===== src/rtl/reg_writeback_if.sv =====
// Writeback handshake bundle: ALU/load producer inputs, register-file write port and LQ occupancy.
// The producer side holds the master modport; the writeback stage holds the slave modport.
interface reg_writeback_if #(
    parameter int LQ_DEPTH = 4
);
    localparam int CW = $clog2(LQ_DEPTH + 1);

    logic          alu_valid;
    logic          alu_ready;
    logic [4:0]    alu_rd;
    logic [63:0]   alu_val;

    logic          mem_valid;
    logic          mem_ready;
    logic [4:0]    mem_rd;
    logic [63:0]   mem_data;
    logic [1:0]    mem_size;
    logic          mem_unsigned;

    logic          write_sig;
    logic [4:0]    write_reg;
    logic [63:0]   write_val;
    logic [CW-1:0] lq_count;

    modport master (
        output alu_valid, alu_rd, alu_val,
        output mem_valid, mem_rd, mem_data, mem_size, mem_unsigned,
        input  alu_ready, mem_ready,
        input  write_sig, write_reg, write_val, lq_count
    );

    modport slave (
        input  alu_valid, alu_rd, alu_val,
        input  mem_valid, mem_rd, mem_data, mem_size, mem_unsigned,
        output alu_ready, mem_ready,
        output write_sig, write_reg, write_val, lq_count
    );
endinterface


===== src/rtl/reg_writeback.sv =====
// Writeback merge of ALU results and extended loads (via LQ FIFO) into one register write per cycle, latency 1.
// ALU wins unless starvation forces an LQ drain; mem_ready = LQ not full. WB_BYPASS_EN: idle-path load bypass.
module reg_writeback #(
    parameter int LQ_DEPTH   = 4,
    parameter int STARVE_MAX = 8
) (
    input  logic           i_clk,
    input  logic           i_reset,
    reg_writeback_if.slave bus
);
    localparam int CW = $clog2(LQ_DEPTH + 1);
    localparam int PW = $clog2(LQ_DEPTH);
    localparam int SW = $clog2(STARVE_MAX + 1);

    typedef struct packed {
        logic [4:0]  rd;
        logic [63:0] val;
    } wb_t;

    wb_t           r_lq [LQ_DEPTH];
    logic [PW-1:0] r_wr_ptr;
    logic [PW-1:0] r_rd_ptr;
    logic [CW-1:0] r_lq_count;
    logic [SW-1:0] r_starve;
    logic          r_write_sig;
    logic [4:0]    r_write_reg;
    logic [63:0]   r_write_val;

    logic          w_lq_empty;
    logic          w_lq_full;
    logic          w_force;
    logic          w_alu_wr;
    logic          w_mem_acc;
    logic          w_bypass;
    logic          w_push;
    logic          w_pop;
    logic [63:0]   w_ext;
    wb_t           w_head;
    logic          w_nxt_sig;
    logic [4:0]    w_nxt_reg;
    logic [63:0]   w_nxt_val;

    assign w_lq_empty = (r_lq_count == '0);
    assign w_lq_full  = (r_lq_count == CW'(LQ_DEPTH));
    assign w_force    = (r_starve == SW'(STARVE_MAX)) && !w_lq_empty;

    assign bus.alu_ready = !w_force;
    assign bus.mem_ready = !w_lq_full;

    // rd==0 transfers still complete the handshake but produce no write
    assign w_alu_wr  = bus.alu_valid && !w_force && (bus.alu_rd != 5'd0);
    assign w_mem_acc = bus.mem_valid && !w_lq_full && (bus.mem_rd != 5'd0);

`ifdef WB_BYPASS_EN
    assign w_bypass = w_mem_acc && w_lq_empty && !w_alu_wr;
`else
    assign w_bypass = 1'b0;
`endif

    assign w_push = w_mem_acc && !w_bypass;
    assign w_pop  = !w_alu_wr && !w_lq_empty;
    assign w_head = r_lq[r_rd_ptr];

    always_comb begin
        w_ext = bus.mem_data;
        case (bus.mem_size)
            2'd0: w_ext = bus.mem_unsigned ? {56'd0, bus.mem_data[7:0]}
                                           : {{56{bus.mem_data[7]}}, bus.mem_data[7:0]};
            2'd1: w_ext = bus.mem_unsigned ? {48'd0, bus.mem_data[15:0]}
                                           : {{48{bus.mem_data[15]}}, bus.mem_data[15:0]};
            2'd2: w_ext = bus.mem_unsigned ? {32'd0, bus.mem_data[31:0]}
                                           : {{32{bus.mem_data[31]}}, bus.mem_data[31:0]};
            default: w_ext = bus.mem_data;
        endcase
    end

    always_comb begin
        w_nxt_sig = 1'b0;
        w_nxt_reg = r_write_reg;
        w_nxt_val = r_write_val;
        if (w_alu_wr) begin
            w_nxt_sig = 1'b1;
            w_nxt_reg = bus.alu_rd;
            w_nxt_val = bus.alu_val;
        end else if (w_pop) begin
            w_nxt_sig = 1'b1;
            w_nxt_reg = w_head.rd;
            w_nxt_val = w_head.val;
        end else if (w_bypass) begin
            w_nxt_sig = 1'b1;
            w_nxt_reg = bus.mem_rd;
            w_nxt_val = w_ext;
        end
    end

    // Payload storage carries no reset; validity is tracked by pointers and count
    always_ff @(posedge i_clk) begin
        if (w_push) begin
            r_lq[r_wr_ptr] <= '{rd: bus.mem_rd, val: w_ext};
        end
    end

    always_ff @(posedge i_clk or posedge i_reset) begin
        if (i_reset) begin
            r_wr_ptr    <= '0;
            r_rd_ptr    <= '0;
            r_lq_count  <= '0;
            r_starve    <= '0;
            r_write_sig <= 1'b0;
            r_write_reg <= 5'd0;
            r_write_val <= 64'd0;
        end else begin
            r_write_sig <= w_nxt_sig;
            r_write_reg <= w_nxt_reg;
            r_write_val <= w_nxt_val;

            if (w_push) begin
                r_wr_ptr <= r_wr_ptr + PW'(1);
            end
            if (w_pop) begin
                r_rd_ptr <= r_rd_ptr + PW'(1);
            end

            case ({w_push, w_pop})
                2'b10:   r_lq_count <= r_lq_count + CW'(1);
                2'b01:   r_lq_count <= r_lq_count - CW'(1);
                default: r_lq_count <= r_lq_count;
            endcase

            if (w_pop || w_lq_empty) begin
                r_starve <= '0;
            end else if (w_alu_wr && (r_starve != SW'(STARVE_MAX))) begin
                r_starve <= r_starve + SW'(1);
            end
        end
    end

    assign bus.write_sig = r_write_sig;
    assign bus.write_reg = r_write_reg;
    assign bus.write_val = r_write_val;
    assign bus.lq_count  = r_lq_count;

endmodule


===== src/flat_wrapper.sv =====
// flat-port wrapper written by rule: the top's interface ports become plain ports
module reg_writeback_flat 
#(
    parameter int LQ_DEPTH   = 4,
    parameter int STARVE_MAX = 8
)
  (i_clk, i_reset, bus_alu_valid, bus_alu_rd, bus_alu_val, bus_mem_valid, bus_mem_rd, bus_mem_data, bus_mem_size, bus_mem_unsigned, bus_alu_ready, bus_mem_ready, bus_write_sig, bus_write_reg, bus_write_val, bus_lq_count);
  reg_writeback_if #(.LQ_DEPTH(LQ_DEPTH)) bus_i ();
  input  logic i_clk;
  input  logic i_reset;
  input wire logic [$bits(bus_i.alu_valid)-1:0] bus_alu_valid;
  input wire logic [$bits(bus_i.alu_rd)-1:0] bus_alu_rd;
  input wire logic [$bits(bus_i.alu_val)-1:0] bus_alu_val;
  input wire logic [$bits(bus_i.mem_valid)-1:0] bus_mem_valid;
  input wire logic [$bits(bus_i.mem_rd)-1:0] bus_mem_rd;
  input wire logic [$bits(bus_i.mem_data)-1:0] bus_mem_data;
  input wire logic [$bits(bus_i.mem_size)-1:0] bus_mem_size;
  input wire logic [$bits(bus_i.mem_unsigned)-1:0] bus_mem_unsigned;
  output wire logic [$bits(bus_i.alu_ready)-1:0] bus_alu_ready;
  output wire logic [$bits(bus_i.mem_ready)-1:0] bus_mem_ready;
  output wire logic [$bits(bus_i.write_sig)-1:0] bus_write_sig;
  output wire logic [$bits(bus_i.write_reg)-1:0] bus_write_reg;
  output wire logic [$bits(bus_i.write_val)-1:0] bus_write_val;
  output wire logic [$bits(bus_i.lq_count)-1:0] bus_lq_count;
  assign bus_i.alu_valid = bus_alu_valid;
  assign bus_i.alu_rd = bus_alu_rd;
  assign bus_i.alu_val = bus_alu_val;
  assign bus_i.mem_valid = bus_mem_valid;
  assign bus_i.mem_rd = bus_mem_rd;
  assign bus_i.mem_data = bus_mem_data;
  assign bus_i.mem_size = bus_mem_size;
  assign bus_i.mem_unsigned = bus_mem_unsigned;
  assign bus_alu_ready = bus_i.alu_ready;
  assign bus_mem_ready = bus_i.mem_ready;
  assign bus_write_sig = bus_i.write_sig;
  assign bus_write_reg = bus_i.write_reg;
  assign bus_write_val = bus_i.write_val;
  assign bus_lq_count = bus_i.lq_count;
  reg_writeback #(.LQ_DEPTH(LQ_DEPTH), .STARVE_MAX(STARVE_MAX)) u_core (.i_clk(i_clk), .i_reset(i_reset), .bus(bus_i));
endmodule

===== config.mk =====
export PLATFORM = sky130hd
export DESIGN_NAME = reg_writeback_flat
export DESIGN_NICKNAME = d
export VERILOG_FILES = /design/src/rtl/reg_writeback_if.sv /design/src/rtl/reg_writeback.sv /design/src/flat_wrapper.sv
export SDC_FILE = /design/constraint.sdc
export NUM_CORES = 1
export LEC_CHECK = 0
export CAP_MARGIN = 40
export CELL_PAD_IN_SITES_DETAIL_PLACEMENT = 1
export CELL_PAD_IN_SITES_GLOBAL_PLACEMENT = 2
export CORE_MARGIN = 2
export CORE_UTILIZATION = 35
export DETAILED_ROUTE_END_ITERATION = 10
export PLACE_DENSITY = 0.81
export SLEW_MARGIN = 20
export SYNTH_ARGS = -nofsm -noshare
export SYNTH_HDL_FRONTEND = slang
export SYNTH_SLANG_ARGS = --single-unit

===== constraint.sdc =====
create_clock -name i_clk -period 3.1 [get_ports i_clk]
set_clock_uncertainty 0.15 [all_clocks]
set_input_delay 0.62 -clock i_clk [delete_from_list [all_inputs] [get_ports i_clk]]
set_output_delay 0.62 -clock i_clk [all_outputs]
set_load 0.01 [all_outputs]

==> flow_summary_export.csv <==
group,metric,value,unit
synth,synth_nets,955,
floorplanning,die_x,205,um
min_path,hold_path_depth,1,
routing,first_pass_iters,6,
min_path,min_to,"u_core.r_starve[0]$_DFFE_PP0P_",
clocking,cts_sinks,357,
synth,yosysTopAreaCell,"edfxtp_1",
grt,grt_overflow,0,
synth,synthFlopType,"edfxtp_1",
placed_design,hpwl,23400,um
timing,slew_violations,0,
timing,tightest_slew,716,ps
timing,setup_viol,0,
grt,grt_max_degree,51,
placed_design,place_inst,1539,
clocking,tritoncts,"yes",
clocking,ctsHtreeMaxLevel,2,
power,p_seq_share,43.7,%
routing,drt-total-wl,35800,um
finish,areaGrowthSynthToFinish,31.3,%
grt,use_met2,30.7,%
routing,ant_nets,0,
synth,ys_seq_elements,357,
grt,grtUsageMet3,2.80,%
synth,syn-instance-count,802,
critical_path,critPathRequiredTime,2330,ps
critical_path,timing.rr.start,"u_core.r_starve[0]$_DFFE_PP0P_",
clocking,cts_hold_buf,0,
timing,max-slew-margin-rel,52.3,%
critical_path,end_kind,"output port",
clocking,clk_path_buf_depth,3,
critical_path,rrSetupSlack,800,ps
finish,layout.cells.non_filler,1611,
critical_path,worstReg2RegEnd,"u_core.bus.lq_count[2]$_DFFE_PP0P_",
critical_path,slowest_stage,"clkdlybuf4s50_1",
critical_path,cp_data_arrival_time,2080,ps
synth,synth-async-reset-ratio,22.7,%
power,leakagePower,0.00687,uW
floorplanning,rows,73,
clocking,cts_buffers,39,
timing,period_share,92.1,%
power,combinationalPowerShare,28.9,%
grt,track_usage,17.4,%
floorplanning,die_h,205,um
clocking,clock-root-buffer,"clkbuf_16",
floorplanning,die-area,41900,um^2
power,vdd_drop_max,415,uV
power,p_int,11600,uW
floorplanning,io_pins,220,
routing,wl_per_cell,22.2,um
finish,fin_nets,1210,
critical_path,critPathKind,"reg2out",
power,powerDensity,880,nW/um^2
min_path,min_from,"u_core.r_starve[0]$_DFFE_PP0P_",
routing,drt_iter0_markers,391,
grt,grt_util_met1,22.6,%
grt,grt-busiest-layer,"met2",
synth,syn_area,14100,um^2
critical_path,critPathMaxFanout,7,
critical_path,worstPathCellList,"nor3_1, buf_4, or2_4, clkdlybuf4s50_1",
routing,vias_per_cell,5.07,
grt,grt_pass1_vias,9129,
synth,synth_enable_flop_cells,276,
placed_design,port_buffers,219,
finish,num_antenna_cells,0,
floorplanning,start_util,35.5,%
timing,hold_viol,0,
floorplanning,core-area,39700,um^2
timing,max_freq,350,MHz
synth,yosys_warnings,0,
timing,period_minus_slack,2850,ps
routing,drc,0,
grt,antenna_found_initial,1,
critical_path,reg2regPathDepth,11,
power,p_sw,4670,uW
status,status,"completed",
finish,filler_cell_count,3814,
synth,synth_top_area_share,58.8,%
min_path,worstHoldPathType,"reg2reg",
job,cap_violations,0,
clocking,clk-insertion-delay-late,520,ps
power,clkPwrFrac,27.4,%
finish,stdcell_area,18500,um^2
critical_path,slowest_delay,550,ps
synth,avgSynthCellArea,17.6,um^2
finish,largest_reg_flops,276,
finish,final_layout_size_suffix_gt1_share,17.1,%
placed_design,gp_congestion,0.720,
synth,yosysUniqueCellTypes,39,
critical_path,start_kind,"flip-flop",
synth,yosysSeqAreaShare,73.2,%
clocking,clk_pin_slew,60,ps
timing,rsz0062_at_grt,"no",
grt,grt_pass1_wl,55000,um
placed_design,dpl_cell_area,17200,um^2
synth,synth_area_leaders,"edfxtp_1, dfrtp_1, mux4_2, a221o_1, a21o_1",
routing,num_vias,8170,
power,p_sw_share,28.7,%
-- synth_stat cells, types with 2 or more instances --
master / n
edfxtp_1: 276
dfrtp_1: 81
mux4_2: 69
inv_1: 51
a21oi_1: 41
nand2_1: 41
o22ai_1: 40
a21o_1: 35
and2_1: 30
clkbuf_1: 29
a221o_1: 28
buf_2: 19
o21ai_0: 9
ha_1: 7
nor2_1: 5
and3_1: 4
xnor2_1: 4
xor2_1: 4
buf_6: 3
nand3b_1: 3
nor4_1: 3
nand3_1: 2
or2_2: 2
-- per-layer routing --
metal,share of wire (%),vias to the layer above
li1,-,3658
met1,42,4279
met2,52,185
met3,4.4,46
met4,1.8,2
met5,0.036,-
-- power by group through the flow --
stage          sequential, uW  combinational (uW)  clock (uW)
6_report                 7120                4710        4450
5_1_grt                  7270                5130        4760
4_1_cts                  7160                4850        4580
3_5_place_dp             7240                4820           0
3_3_place_gp             7170                4720           0
2_1_floorplan            7080                2600           0
-- worst max-delay path: cells and delay by family (launching register included) --
family                 cells  cell delay (ps)
buffers and inverters      2              730
DFF                        1              450
and+or+nand+nor            2              380
-- timing repair --
action	4_1_cts	5_1_grt
resized for setup	1	0
setup buffers	0	1
endpoints found under the setup margin	1	1
pin swaps	0	0
-- cells by family after synthesis --
kind of cell | count (synthesis) | synth area share, %
xor gates and xnor gates | 8 | 0.497
and+or+nand+nor | 96 | 3.52
DFF | 357 | 73.2
muxes | 71 | 11.2
AOI/OAI and AO/OA | 159 | 7.78
buffers and inverters | 103 | 3.07
adders and majority gates | 8 | 0.764
-- worst max-delay path by stage --
stage                                  startpoint  slack (ps)                                  to
2_1_floorplan                       bus_alu_rd[0]         100  u_core.bus.lq_count[2]$_DFFE_PP0P_
3_3_place_gp                        bus_alu_rd[0]         -90  u_core.bus.lq_count[2]$_DFFE_PP0P_
3_5_place_dp                        bus_alu_rd[3]        -110  u_core.bus.lq_count[2]$_DFFE_PP0P_
4_1_cts            u_core.r_starve[0]$_DFFE_PP0P_          40                       bus_alu_ready
5_1_grt        u_core.bus.lq_count[2]$_DFFE_PP0P_         110                       bus_alu_ready
6_report       u_core.bus.lq_count[2]$_DFFE_PP0P_         250                       bus_alu_ready
-- layout by cell type (no fill, tap or decap), types with 28 or more instances in the layout --
master / n
a21o_1: 35
a21oi_1: 40
mux4_2: 69
clkbuf_16: 41
edfxtp_1: 276
clkdlybuf4s50_1: 219
o22ai_1: 40
nand2_1: 41
inv_1: 49
dfrtp_1: 79
buf_4: 34
a221o_1: 28
-- through the flow --
stage / setup TNS, ps / setup slack [ps] / hold WS, ps / power, uW / utilization, %
finish: 0 / 245 / 344 / 16300 / 46.6
global route: 0 / 111 / 372 / 17200 / 46.6
global placement: -85.9 / -85.9 / 332 / 11900 / 43.4
detailed placement: -114 / -114 / 337 / 12100 / 43.4
floorplan: 0 / 96.8 / 299 / 9680 / -
CTS: 0 / 42.9 / 346 / 16600 / 46.5
-- final cells by class --
| type | count | area [um^2] | share of cell area (%) |
|---|---|---|---|
| tap | 525 | 657 | 3.55 |
| multi-input combinational | 342 | 3390 | 18.3 |
| sequential | 357 | 10300 | 55.8 |
| clock inverter | 12 | 110 | 0.595 |
| timing repair buffer | 266 | 2710 | 14.6 |
| inverter | 51 | 194 | 1.05 |
| clock buffer | 58 | 1120 | 6.05 |
(Power assumes the default switching activity.)
